<file path="src/rtl/change_dispenser.sv">
// change_dispenser: greedy 50/20/10/5/1 change payout, one ejector pulse at a time.
// Optional per-denomination stock tracking and out-of-stock fault under CHANGE_STOCK_EN.
module change_dispenser #(
    parameter int GAP_CYCLES = 4,
    parameter int STOCK_INIT = 8
) (
    input  logic       sys_clk,
    input  logic       sys_rst_n,
    input  logic       start,
    input  logic [7:0] change_amount,
    input  logic       refill,
    output logic [4:0] coin_out,
    output logic [7:0] remaining,
    output logic       busy,
    output logic       done,
    output logic       fault
);

    localparam int GW = (GAP_CYCLES > 1) ? $clog2(GAP_CYCLES) : 1;
    localparam logic [GW-1:0] GAP_LAST =
        GW'((GAP_CYCLES > 0) ? GAP_CYCLES - 1 : 0);

    // Denomination values, slot i matches coin_out[i].
    localparam logic [39:0] DENOMS = {8'd50, 8'd20, 8'd10, 8'd5, 8'd1};

    typedef enum logic [2:0] {
        S_IDLE,
        S_SELECT,
        S_PULSE,
        S_GAP,
        S_DONE,
        S_FAULT
    } state_t;

    state_t state;
    state_t state_nx;

    logic [4:0]    stock_ok;
    logic [4:0]    avail;
    logic [4:0]    pick;
    logic [7:0]    pick_val;
    logic [4:0]    sel_q;
    logic [7:0]    sel_val_q;
    logic [GW-1:0] gap_cnt;
    logic          accept;

    assign accept = (state == S_IDLE) && start;

`ifdef CHANGE_STOCK_EN
    logic [7:0] stock [5];

    // A denomination can be paid only while its tube is not empty.
    always_comb begin
        stock_ok = '0;
        for (int i = 0; i < 5; i++) begin
            stock_ok[i] = (stock[i] != 8'd0);
        end
    end

    // Stock counters: reload on reset or idle refill, drain one per pulse.
    always_ff @(posedge sys_clk) begin
        if (!sys_rst_n) begin
            for (int i = 0; i < 5; i++) begin
                stock[i] <= 8'(STOCK_INIT);
            end
        end else if (state == S_IDLE && refill) begin
            for (int i = 0; i < 5; i++) begin
                stock[i] <= 8'(STOCK_INIT);
            end
        end else if (state == S_PULSE) begin
            for (int i = 0; i < 5; i++) begin
                if (sel_q[i] && stock[i] != 8'd0) begin
                    stock[i] <= stock[i] - 8'd1;
                end
            end
        end
    end
`else
    logic       unused_refill;
    logic [7:0] unused_stock_init;

    assign unused_refill     = refill;
    assign unused_stock_init = 8'(STOCK_INIT);
    assign stock_ok          = '1;
`endif

    // Denominations that fit in the amount still owed and are in stock.
    always_comb begin
        avail = '0;
        for (int i = 0; i < 5; i++) begin
            avail[i] = stock_ok[i] && (remaining >= DENOMS[i*8 +: 8]);
        end
    end

    // Greedy choice: largest payable denomination wins.
    always_comb begin
        pick     = '0;
        pick_val = '0;
        if (avail[4]) begin
            pick     = 5'b10000;
            pick_val = 8'd50;
        end else if (avail[3]) begin
            pick     = 5'b01000;
            pick_val = 8'd20;
        end else if (avail[2]) begin
            pick     = 5'b00100;
            pick_val = 8'd10;
        end else if (avail[1]) begin
            pick     = 5'b00010;
            pick_val = 8'd5;
        end else if (avail[0]) begin
            pick     = 5'b00001;
            pick_val = 8'd1;
        end
    end

    // Next-state decode.
    always_comb begin
        state_nx = state;
        unique case (state)
            S_IDLE: begin
                if (start) begin
                    state_nx = S_SELECT;
                end
            end
            S_SELECT: begin
                if (remaining == 8'd0) begin
                    state_nx = S_DONE;
                end else if (|avail) begin
                    state_nx = S_PULSE;
                end else begin
                    state_nx = S_FAULT;
                end
            end
            S_PULSE: begin
                state_nx = (GAP_CYCLES == 0) ? S_SELECT : S_GAP;
            end
            S_GAP: begin
                if (gap_cnt == '0) begin
                    state_nx = S_SELECT;
                end
            end
            S_DONE:  state_nx = S_IDLE;
            S_FAULT: state_nx = S_IDLE;
            default: state_nx = S_IDLE;
        endcase
    end

    // State register and registered outputs.
    always_ff @(posedge sys_clk) begin
        if (!sys_rst_n) begin
            state    <= S_IDLE;
            coin_out <= '0;
            busy     <= 1'b0;
            done     <= 1'b0;
        end else begin
            state    <= state_nx;
            coin_out <= (state == S_SELECT && state_nx == S_PULSE) ? pick : '0;
            busy     <= (state_nx != S_IDLE);
            done     <= (state_nx == S_DONE);
        end
    end

    // Owed amount: load on accepted start, reduce after each pulse.
    always_ff @(posedge sys_clk) begin
        if (!sys_rst_n) begin
            remaining <= '0;
        end else if (accept) begin
            remaining <= change_amount;
        end else if (state == S_PULSE) begin
            remaining <= remaining - sel_val_q;
        end
    end

    // Latch the chosen coin so PULSE acts on the SELECT decision.
    always_ff @(posedge sys_clk) begin
        if (!sys_rst_n) begin
            sel_q     <= '0;
            sel_val_q <= '0;
        end else if (state == S_SELECT) begin
            sel_q     <= pick;
            sel_val_q <= pick_val;
        end
    end

    // Quiet-gap counter, armed on every pulse.
    always_ff @(posedge sys_clk) begin
        if (!sys_rst_n) begin
            gap_cnt <= '0;
        end else if (state == S_PULSE) begin
            gap_cnt <= GAP_LAST;
        end else if (state == S_GAP && gap_cnt != '0) begin
            gap_cnt <= gap_cnt - 1'b1;
        end
    end

    // Sticky out-of-stock flag, cleared by the next accepted start.
    always_ff @(posedge sys_clk) begin
        if (!sys_rst_n) begin
            fault <= 1'b0;
`ifdef CHANGE_STOCK_EN
        end else if (accept) begin
            fault <= 1'b0;
        end else if (state == S_FAULT) begin
            fault <= 1'b1;
`else
        end else begin
            fault <= 1'b0;
`endif
        end
    end

endmodule

</file>
<file path="config.mk">
export PLATFORM = sky130hd
export DESIGN_NAME = change_dispenser
export DESIGN_NICKNAME = d
export VERILOG_FILES = /design/src/rtl/change_dispenser.sv
export SDC_FILE = /design/constraint.sdc
export NUM_CORES = 1
export LEC_CHECK = 0
export BUFFER_PORTS_ARGS = -buffer_cell sky130_fd_sc_hd__buf_2
export CORE_UTILIZATION = 50
export CTS_CLUSTER_SIZE = 16
export DETAILED_ROUTE_END_ITERATION = 10
export HOLD_SLACK_MARGIN = 0.12
export PLACE_DENSITY = 0.74
export SYNTH_ARGS = -nofsm -noshare
export SYNTH_HDL_FRONTEND = slang
export SYNTH_SLANG_ARGS = --single-unit
</file>
<file path="constraint.sdc">
create_clock -name sys_clk -period 3.71 [get_ports sys_clk]
set_clock_uncertainty 0.15 [all_clocks]
set_input_delay 0.742 -clock sys_clk [delete_from_list [all_inputs] [get_ports sys_clk]]
set_output_delay 0.742 -clock sys_clk [all_outputs]
set_load 0.005 [all_outputs]
</file>
# --- After elaboration in Yosys (flattened, before gate mapping) ---
# Index checks and enable logic that the tools add are counted.
totals:
  elab_cells: 60
  mem_bits_rw: 0
  rom_bits: 0
  inputBits: 12
  reg_bits: 28
  latch_bits: 0
  mem_count: 0
  out_inout_bits: 16
op_classes:
  mul: 0
  n_bitwise: 2
  n_shift: 0
  n_reduce_logical: 16
  n_addsub: 2
  eq_ne: 5
  n_mux: 19
  div_mod_pow: 0
  order_cmp: 5
ops:
  columns: ["op", "count"]
  rows:
  - ["8-bit two-way mux", 3]
  - ["3-bit two-way mux", 6]
  - ["5-bit two-way mux", 3]
  - ["3-bit one-hot mux with 4 select lines", 1]
  - ["5-bit OR reduction", 2]
  - ["3-bit by 2-bit equality test with 1-bit output, second input constant", 3]
  - ["8-bit by 1-bit greater-or-equal comparator with 1-bit output, second input constant", 1]
  - ["8-bit by 3-bit greater-or-equal comparator with 1-bit output, second input constant", 1]
  - ["8-bit by 4-bit greater-or-equal comparator with 1-bit output, second input constant", 1]
  - ["8-bit by 5-bit greater-or-equal comparator with 1-bit output, second input constant", 1]
  - ["8-bit by 6-bit greater-or-equal comparator with 1-bit output, second input constant", 1]
  - ["8-bit zero test", 1]
  - ["8-bit subtractor", 1]
  - ["2-bit two-way mux", 3]
  - ["2-bit nonzero test", 3]
  - ["6-bit OR reduction", 1]
  - ["4-bit two-way mux", 1]
  - ["4-bit OR reduction", 1]
  - ["3-bit by 1-bit equality test with 1-bit output, second input constant", 1]
  - ["3-bit equality test, second input constant", 1]
  - ["1-bit logical AND", 3]
  - ["3-bit zero test", 1]
  - ["3-bit nonzero test", 1]
  - ["3-bit OR reduction", 1]
  - ["5 further kinds", 7]

# --- Longest topological paths before layout ---
# Gate-level depths: netlist of the first run.
depth:
  word_depth: 9
  mapped_depth: 8

# --- Least setup slack after synthesis of the first run ---
# OpenSTA, ideal clock, no wires.
synth_timing:
  path_type: "register -> register"
  startpoint: "register remaining[1]"
  endpoint: "register remaining[7]"
  synth_period_minus_slack_ns: 1.938
  path_stages_with_launch: 7
  required_ns: 3.428
  n_path_buf: 0
  t_arrival_ns: 1.656
  slack_ns: 1.772
  cell_sequence: "dfxtp_1 > ha_1 > nor2b_4 > o31a_1 > o41ai_4 > mux2i_1 > a21oi_1"
synth_via:
  elab_chain_len: 3
synth_lines:
  columns: ["item", "line_no", "rtl"]
  rows:
  - ["from (decl)", "13", "output logic [7:0] remaining,"]
  - ["from (signal assigned)", "169", "remaining <= change_amount;"]
  - ["from (signal assigned)", "171", "remaining <= remaining - sel_val_q;"]
  - ["8-bit subtractor", "171", null]
  - ["8-bit two-way mux", "170", "end else if (state == S_PULSE) begin"]
  - ["8-bit two-way mux", "168", "end else if (accept) begin"]
# Every way passes these cells. The select of a mux whose other input is x is not followed.
# A chain may end at the register's enable or synchronous reset.

# --- Worst setup path after layout of the first run ---
# Same ends and word-level chain as after synthesis.

==> results of run 1 <==
[final timing paths]
kind                start            to  slack (ns)  depth (start not counted)
min reg2reg  sel_val_q[2]  sel_val_q[2]        0.31                          2
max          remaining[1]  remaining[7]        1.56                          6
min          sel_val_q[2]  sel_val_q[2]        0.31                          2
max reg2reg  remaining[1]  remaining[7]        1.56                          6
[sequential cells by signal, summed over array words and instances, names as in the netlist]
register   cells
coin_out       5
state          3
busy           1
gap_cnt        2
sel_val_q      6
done           1
remaining      8
[per-layer routing]
metal	vias up	GRT usage	routed length, um	part of all wire
met2	29	0.3976	1486	0.50
li1	635	-	-	-
met5	-	0	0	0
met3	4	0.02500	111	0.037
met1	596	0.2764	1358	0.45
met4	0	0.08974	31	0.010
[synth_stat cells (all sizes together), types with 4 or more instances]
cell type,count
dfxtp,26
nor2,20
a21oi,13
nand2,11
o21ai,10
inv,9
a211oi,7
ha,7
nor3,7
and2,4
buf,4
nor2b,4
[final cells by class]
type / instances / area (um2)
fill: 230 / 982.2
sequential: 26 / 520.5
multi-input combinational: 123 / 812.0
inverter: 10 / 37.54
clock buffer: 3 / 22.52
clock inverter: 1 / 30.03
tap: 30 / 37.54
timing repair buffer: 25 / 125.1
[power groups by stage]
stage	logic, uW	clock network, uW	registers (uW)
after floorplan	465	0	411
after global placement	568	0	425
after detailed placement	582	0	429
after CTS	587	207	423
after global routing	654	215	437
final	588	199	424
[stage by stage]
stage	instances	hold slack [ns]	worst slack, ns	total power, uW	instance area (um2)
5_1_grt	218	0.3395	1.378	1305	1585
2_1_floorplan	164	0.2818	1.772	875.7	1396
3_3_place_gp	214	0.2914	1.344	992.4	1533
4_1_cts	218	0.3196	1.579	1217	1585
3_5_place_dp	214	0.3006	1.354	1012	1533
6_report	218	0.3115	1.557	1211	1585
[critical path: stages, from the launching register on]
cell,delay [ns]
dfxtp_1,0.53
ha_1,0.29
nor2b_4,0.13
o31a_1,0.31
o41ai_4,0.32
mux2i_1,0.23
a21oi_1,0.09
[cells by family after synthesis]
| logic type | Yosys count |
|---|---|
| flops | 26 |
| xor+xnor | 2 |
| buf+inv | 15 |
| compound gates | 48 |
| other cells | 1 |
| fa+ha+maj | 8 |
| mux | 2 |
| simple gates | 62 |
==> results.md, run 1 <==
* Status: complete, no violations
* Cell-internal power at roughly 720 uW
* Setup Viol. Count Final at 0
* Iteration count of the initial detailed-routing pass at 4
* Startpoint Class: flip-flop
* Via density per instance at between 5 and 6
* Core footprint at 0.002567 mm2
* Seq cells post-synth at 26
* Post-Synth XOR/XNOR Area at 0.01254
* Worst Tran Pin Value at around 1.1 ns
* Total leakage power at 0.0006439 uW
* Initial drt markers at 20
* Most common cell after layout, fill and taps aside: dfxtp_1
* Yosys top cell by area: dfxtp_1
* Switching Share at 0.4034
* Post-DRT Antenna Nets at 0
* Type of the worst setup path: reg2reg
* CTS Buf Count at 3
* Layout cells sized above 1 at 0.1915
* Synth Area in Adders at 0.07706
* PwrDens at 763.6 mW/mm2
* Kind of end point of the critical path: flip-flop
* CTS tree: yes
* Wire per inst at around 14 um
* Netlist cell types at 45
* Num rows at 18
* Post-CTS setup buffers at 0
* Clock Path Buffers at 2
* HP Class: reg2reg
* Count of pins over their slew limit at 0
* Cells after synthesis at ~160
* Compound-gate portion of the synthesized area at 0.2410
* Nets@finish at 209
* Sequential-to-total area share from yosys stat at 0.3728
* Post-synth EDFFs at 0
* Area added between synthesis and finish at 13.53%
* Post-Syn Area at 0.001396 mm2
* RSZ-0062 raised after global routing: false
* Synth Area in Simple Gates at 0.2339
* Final hold vios at 0
* Vias in the first global route at 1099
* Initial antenna violation count at 0
* # diodes at 0
* Critical Path AT at 2.23 ns
* Tot GR Track Use at 0.2263
* Critical path peak fanout at 8
* Top cell type's share of synthesized area at 0.3728
* Clock share of power at 0.164
* Drt drc at 0
* Sum Neg Setup Slack at 0 ns
* CTS Sinks at 26
* Syn_nets at 184
* Synth warn at 0
* Syn Area/Cell at 8.514 um2
* Final core occ at 0.6174
* Post-synthesis mux area share at 0.01434
* CTS HTree Levels at 1
* Initial Util at 0.5439
* Primary FF master, synth: dfxtp_1
* Gpl congestion at 0.8781
* Full die area at 0.003008 mm2
* Worst VDD drop at 0.0004566 V
* Period minus WS final at 2.153 ns
* Seq pwr share at 0.350
* Most frequent cells in the layout: dfxtp_1, buf_2, nor2_1, a21oi_1, nand2_1
* Largest net degree at the start of global routing at 19
* # port buffers at 25
* Required @ worst endpoint at 3.79 ns
* Post-CTS Resized at 0
* Maxcap violations at 0
* Num ports at 28
* NetSw at 488.3 uW
* Post-route clock period utilization at 0.5802
* Top area cells in the synthesized netlist: dfxtp_1, ha_1, nor2_1
* First-pass GRT wire length at 4.781 mm
* Cts hold-fix bufs at 0
* WL final at 2.988 mm
* Largest family of logic cells by synthesized area: compound AO/OA/AOI/OAI gates
* Remaining global-route overflow at 0
* FFs w/ async S/R, synth at 0
* Worst-Skew Late Latency at approximately 0.34 ns
* Die Ht at 54.85 um
* DP HPWL at 2.265 mm
* Vias at 1264
* Chip width at about 55 um
* Root Buffer: clkbuf_4
* Combinational Power Share at 0.486
* Slew headroom at 0.2730
* Worst-path clk slew at 0.15 ns
* Peak Freq at between 400 and 500 MHz
Note: power is estimated with default switching activity, not from simulation.
==> run 2, diff against run 1 <==
Settings changed: CORE_UTILIZATION 50 to 48.
Clock period 3.71 ns to 1.9 ns, I/O delays scaled along.
==> run 2 against run 1 <==
  * Die area is 4.0% higher
  * Worst hold slack worse by 0.17 ns
  * Fmax is 15% higher
  * Critical path depth is 2 higher
  * Core utilization is 2.8 points higher
  * Sequential share of layout area is 3.1 points lower
  * Via count is 6.3% higher
  * Non-clock buffer count is 16 higher
  * Total power is 120% higher
==> results.md, run 2 (synthesis gave the netlist of run 1 again) <==
* Post-route clock period utilization at 0.9890
* Vias in the first global route at 1243
* Initial Util at 0.5064
* Tot GR Track Use at 0.2212
* Worst-Skew Late Latency at 0.33 ns
* Post-DRT Antenna Nets at 0
* Area added between synthesis and finish at 27.42%
* Multi-input logic area at 870.8 um2
* Remaining global-route overflow at 0
* Post-CTS setup buffers at 0
* Worst stage delay on the critical path at 0.39 ns
* Drt drc at 0
* Count of pins over their slew limit at 0
* Max FFs per register at 8
* # diodes at 0
* Cell-internal power at 1582 uW
* WL final at 3.336 mm
* Seq pwr share at 0.293
* Regs by FF count: remaining (8), sel_val_q (6), coin_out (5)
* Most frequent cells in the layout: buf_2, dfxtp_1, nor2_1, buf_4, a21oi_1
* Total leakage power at 0.0007380 uW
* Core footprint at around 0.0028 mm2
* Layout cells sized above 1 at 0.3137
* DP HPWL at about 2.4 mm
* Final Worst Setup Slack at 0.02093 ns
* Root Buffer: clkbuf_4
* CP Cell Sequence: inv_2 > ha_4 > fa_2 > nor2b_4 > o31a_1 > o22ai_2 > mux2i_1 > o211ai_1
* Worst path slowest cell: fa_2
* Iteration count of the initial detailed-routing pass at 4
* Chip width at between 50 and 60 um
* Maxcap violations at 0
* Final hold vios at 0
* Worst-path clk slew at roughly 0.16 ns
* Num rows at 19
* HP Class: in2reg
* Largest net degree at the start of global routing at 16
* Wire per inst at 14.20 um
* Register Area at approximately 530 um2
* Startpoint Class: flip-flop
* CTS tree: yes
* Num ports at 28
* First-pass GRT wire length at 5.499 mm
* FILL cells at around 230
* CTS Sinks at 26
* Via density per instance at 5.715
* Critical Path AT at 1.96 ns
* CTS Buf Count at 3
* Gpl congestion at 0.8380
* Clock share of power at 0.148
* Initial drt markers at 67
* Required @ worst endpoint at between 1.5 and 2 ns
* Peak Freq at 532.2 MHz
* NetSw at between 1000 and 1500 uW
* Setup Viol. Count Final at 0
* Switching Share at 0.3973
* Critical path peak fanout at 3
* Post-place setup slack at -0.07830 ns
* Worst VDD drop at 0.0009116 V
* CTS HTree Levels at 1
* PwrDens at 1475 mW/mm2
* Type of the worst setup path: reg2reg
* Die Ht at 55.94 um
* RSZ-0062 raised after global routing: true
* Sum Neg Setup Slack at 0 ns
* Total design power at between 2000 and 3000 uW
* Full die area at 0.003129 mm2
* Biggest register: remaining
* Status: complete, no violations
* Nets@finish at 225
* Most common cell after layout, fill and taps aside: buf_2
* Period minus WS final at 1.879 ns
* Vias at approximately 1300
* Kind of end point of the critical path: flip-flop
* Initial antenna violation count at 0
* # port buffers at 25
* Combinational Power Share at 0.559
* Clock Path Buffers at 2
## run 2: changes by cell type in the layout (fill, tap and decap cells not counted), sizes merged
cell         previous run  this run
buf                    25        39
dlygate4sd3             0         2
## run 2: power by group through the flow
stage	clock network [uW]	registers [uW]	logic, uW
5_1_grt	410	790	1600
6_report	388	769	1470
2_1_floorplan	0	804	909
3_5_place_dp	0	767	1350
4_1_cts	393	762	1390
3_3_place_gp	0	760	1310
## run 2: stage by stage
| step | hold WS (ns) | std cells | utilization | cell area [um2] |
|---|---|---|---|---|
| 6_report | 0.1413 | 235 | 0.6452 | 1779 |
| 5_1_grt | 0.1445 | 235 | 0.6452 | 1779 |
| 4_1_cts | 0.1345 | 235 | 0.6325 | 1744 |
| 3_5_place_dp | 0.3034 | 229 | 0.5957 | 1643 |
| 3_3_place_gp | 0.2949 | 229 | 0.5957 | 1643 |
| 2_1_floorplan | 0.2818 | 164 | - | 1400 |
## run 2: metal layers
layer	share of wire	vias up	routed length, um	global-route usage
met5	0	-	0	0
met4	0.0057	0	19	0.04181
met3	0.039	2	131	0.02326
met2	0.52	33	1729	0.4182
met1	0.44	639	1456	0.2721
li1	-	669	-	-
## run 2: worst paths after layout
path	to	cells past startpoint	from	slack (ns)
hold / removal	remaining[6]	3	change_amount[6]	0.14
hold reg to reg	sel_val_q[2]	2	sel_val_q[2]	0.33
setup reg to reg	remaining[6]	8	remaining[0]	0.02
setup / recovery	remaining[6]	8	remaining[0]	0.02
## run 2: repair_timing
action | CTS | global route
setup endpoints to repair | 3 | 3
hold endpoints to repair | 2 | 0
gates resized for setup | 9 | 7
hold buffers | 2 | 0
pin swaps | 4 | 9
## run 2: critical path, delay by kind of cell, from the launching register on
kind | cells | cell delay (ns)
compound gates | 3 | 0.37
fa+ha+maj | 2 | 0.54
buf+inv | 1 | 0.04
flops | 1 | 0.37
simple gates | 1 | 0.15
mux | 1 | 0.15
## run 2: cell type report
class / instances / area share
multi-input cells: 123 / 0.4895
flip-flops and latches: 26 / 0.2975
repair buffers: 41 / 0.1406
well taps: 31 / 0.02180
inverters: 10 / 0.02110
clock inverters: 1 / 0.01688
clock buffers: 3 / 0.01266
==> run 3, diff against run 2 <==
Settings changed: PLACE_DENSITY 0.74 to 0.84.
==> run 3 against run 2 <==
  * Fmax increased by 0.30%
  * Largest cell class unchanged
  * Design area increased by 2.1%
  * Worst setup slack improved by 0.0056 ns
  * Global-route usage increased by 1.7 points
  * Sequential share of layout area decreased by 0.75 points
  * Clock-buffer cell count unchanged
  * Sequential power increased by 2%
==> results.md, run 3 (synthesis gave the netlist of run 1 again) <==
* # port buffers at 25
* Worst reg2reg path startpoint: remaining[0]
* Iteration count of the initial detailed-routing pass at 4
* Worst reg2reg path depth at 8
* Post-DRT Antenna Nets at 0
* Status: complete, no violations
* Biggest register: remaining
* CTS Buf Count at 3
* Total design power at ~2700 uW
* Setup Viol. Count Final at 0
* Layout cells sized above 1 at 0.3221
* Worst-path clk slew at between 0.15 and 0.2 ns
* WL final at 3.442 mm
* PwrDens at approximately 1500 mW/mm2
* Most common cell after layout, fill and taps aside: buf_2
* R2r setup slk at around 0.027 ns
* Chip width at 55.94 um
* First-pass GRT wire length at 5.733 mm
* Root Buffer: clkbuf_4
* Wire per inst at 14.40 um
* Regs by FF count: remaining (8), sel_val_q (6), coin_out (5)
* CP Depth at 8
* Peak Freq at 533.8 MHz
* Worst-Skew Late Latency at around 0.35 ns
* Type of the worst setup path: reg2reg
* R2r endpoint: remaining[6]
* Full die area at 0.003129 mm2
* Num ports at 28
* Count of pins over their slew limit at 0
* Required @ worst endpoint at about 2.0 ns
* Worst path slowest cell: fa_2
* Startpoint Class: flip-flop
* Worst VDD drop at 0.001210 V
* CTS HTree Levels at 1
* Worst stage delay on the critical path at 0.38 ns
* CTS tree: yes
* Kind of end point of the critical path: flip-flop
* Total leakage power at 0.0007547 uW
* Critical path peak fanout at 3
* Area added between synthesis and finish at 30.11%
* Bufs and invs on worst path at 1
* Remaining global-route overflow at 0
* Final core occ at 0.6588
* HP Class: in2reg
* Drt drc at 0
* Nets@finish at 229
* DP HPWL at about 2.4 mm
* CP Cell Sequence: inv_2 > ha_4 > fa_2 > nor2b_4 > o31a_1 > o22ai_2 > mux2i_1 > o211ai_1
* Max FFs per register at 8
* Worst Setup EP: remaining[6]
* Most frequent cells in the layout: buf_2, dfxtp_1, nor2_1, buf_4, a21oi_1
* Initial antenna violation count at 0
* RSZ-0062 raised after global routing: true
* Tot GR Track Use at 0.2378
* Critical Path AT at 1.97 ns
* Maxcap violations at 0
* Fin Hold WS at 0.1385 ns
* CP delay by family, top: adder cells
* CTS Sinks at 26
* Via density per instance at 5.736
* Gpl congestion at 0.9282
* Vias in the first global route at around 1300
* Post-route clock period utilization at 0.9860
* # diodes at 0
* Critical path origin: remaining[0]
* Clock Path Buffers at 2
* Period minus WS final at 1.873 ns
* Num rows at 19
* Core footprint at 0.002758 mm2
* Die Ht at between 50 and 60 um
* Initial drt markers at 44
* Final hold vios at 0
* Initial Util at 0.5064
* Vias at 1371
* Largest net degree at the start of global routing at 18
run 3: cell count changes in the layout (fill, tap and decap cells not counted):
cell           previous run  this run
a211oi_1                  6         7
a211oi_2                  1         0
buf_4                    14        17
dfxtp_2                   4         5
dfxtp_4                   1         0
dlygate4sd3_1             2         3
ha_1                      4         3
ha_4                      3         4
o21ai_0                   7         8
o21ai_1                   3         2
run 3: metrics by stage:
step                      instances  instance area, um2  TNS (ns)  setup slack [ns]
after floorplan                 164                1400         0           0.01574
final                           239                1817         0           0.02655
after global routing            239                1817  -0.09808          -0.06384
after detailed placement        231                1658  -0.09555          -0.06483
after global placement          231                1658  -0.02107          -0.01287
after CTS                       238                1779         0           0.01770
run 3: cell type report:
type                            count  area (um2)
Fill cell                         227       940.9
Multi-Input combinational cell    123       878.3
Sequential cell                    26       526.8
Timing Repair Buffer               45       282.8
Tap cell                           31       38.79
Inverter                           10       37.54
Clock inverter                      1       30.03
Clock buffer                        3       22.52
run 3: metal layers:
| layer | routed length (um) | part of all wire | vias to the layer above | GRT usage |
|---|---|---|---|---|
| met2 | 1602 | 0.47 | 47 | 0.3718 |
| met3 | 154 | 0.045 | 11 | 0.03023 |
| li1 | - | - | 677 | - |
| met1 | 1572 | 0.46 | 636 | 0.3220 |
| met4 | 112 | 0.033 | 0 | 0.1254 |
| met5 | 0 | 0 | - | 0 |
run 3: power by group:
group | switching [uW] | internal [uW]
clock network | 182 | 214
registers | 114 | 669
logic | 764 | 747
run 3: how the worst min path moves through the flow:
stage,from,end,slack [ns],cells past startpoint
CTS,change_amount[2],remaining[2],0.14,3
global route,change_amount[2],remaining[2],0.15,3
global placement,sel_val_q[2],sel_val_q[2],0.29,2
floorplan,sel_val_q[2],sel_val_q[2],0.28,2
finish,change_amount[2],remaining[2],0.14,3
detailed placement,sel_val_q[2],sel_val_q[2],0.30,2
run 3: what timing repair did:
item | in CTS | in global routing
pin swaps | 5 | 6
gates resized for setup | 8 | 6
setup buffers | 0 | 1
hold buffers | 3 | 0
hold endpoints to repair | 3 | 0
endpoints found under the setup margin | 3 | 4
run 3: worst reg2reg max path: stages, from the launching register on:
cell and delay, ns:
dfxtp_2 0.37, inv_2 0.04, ha_4 0.16, fa_2 0.38
nor2b_4 0.14, o31a_1 0.21, o22ai_2 0.08, mux2i_1 0.14
o211ai_1 0.10
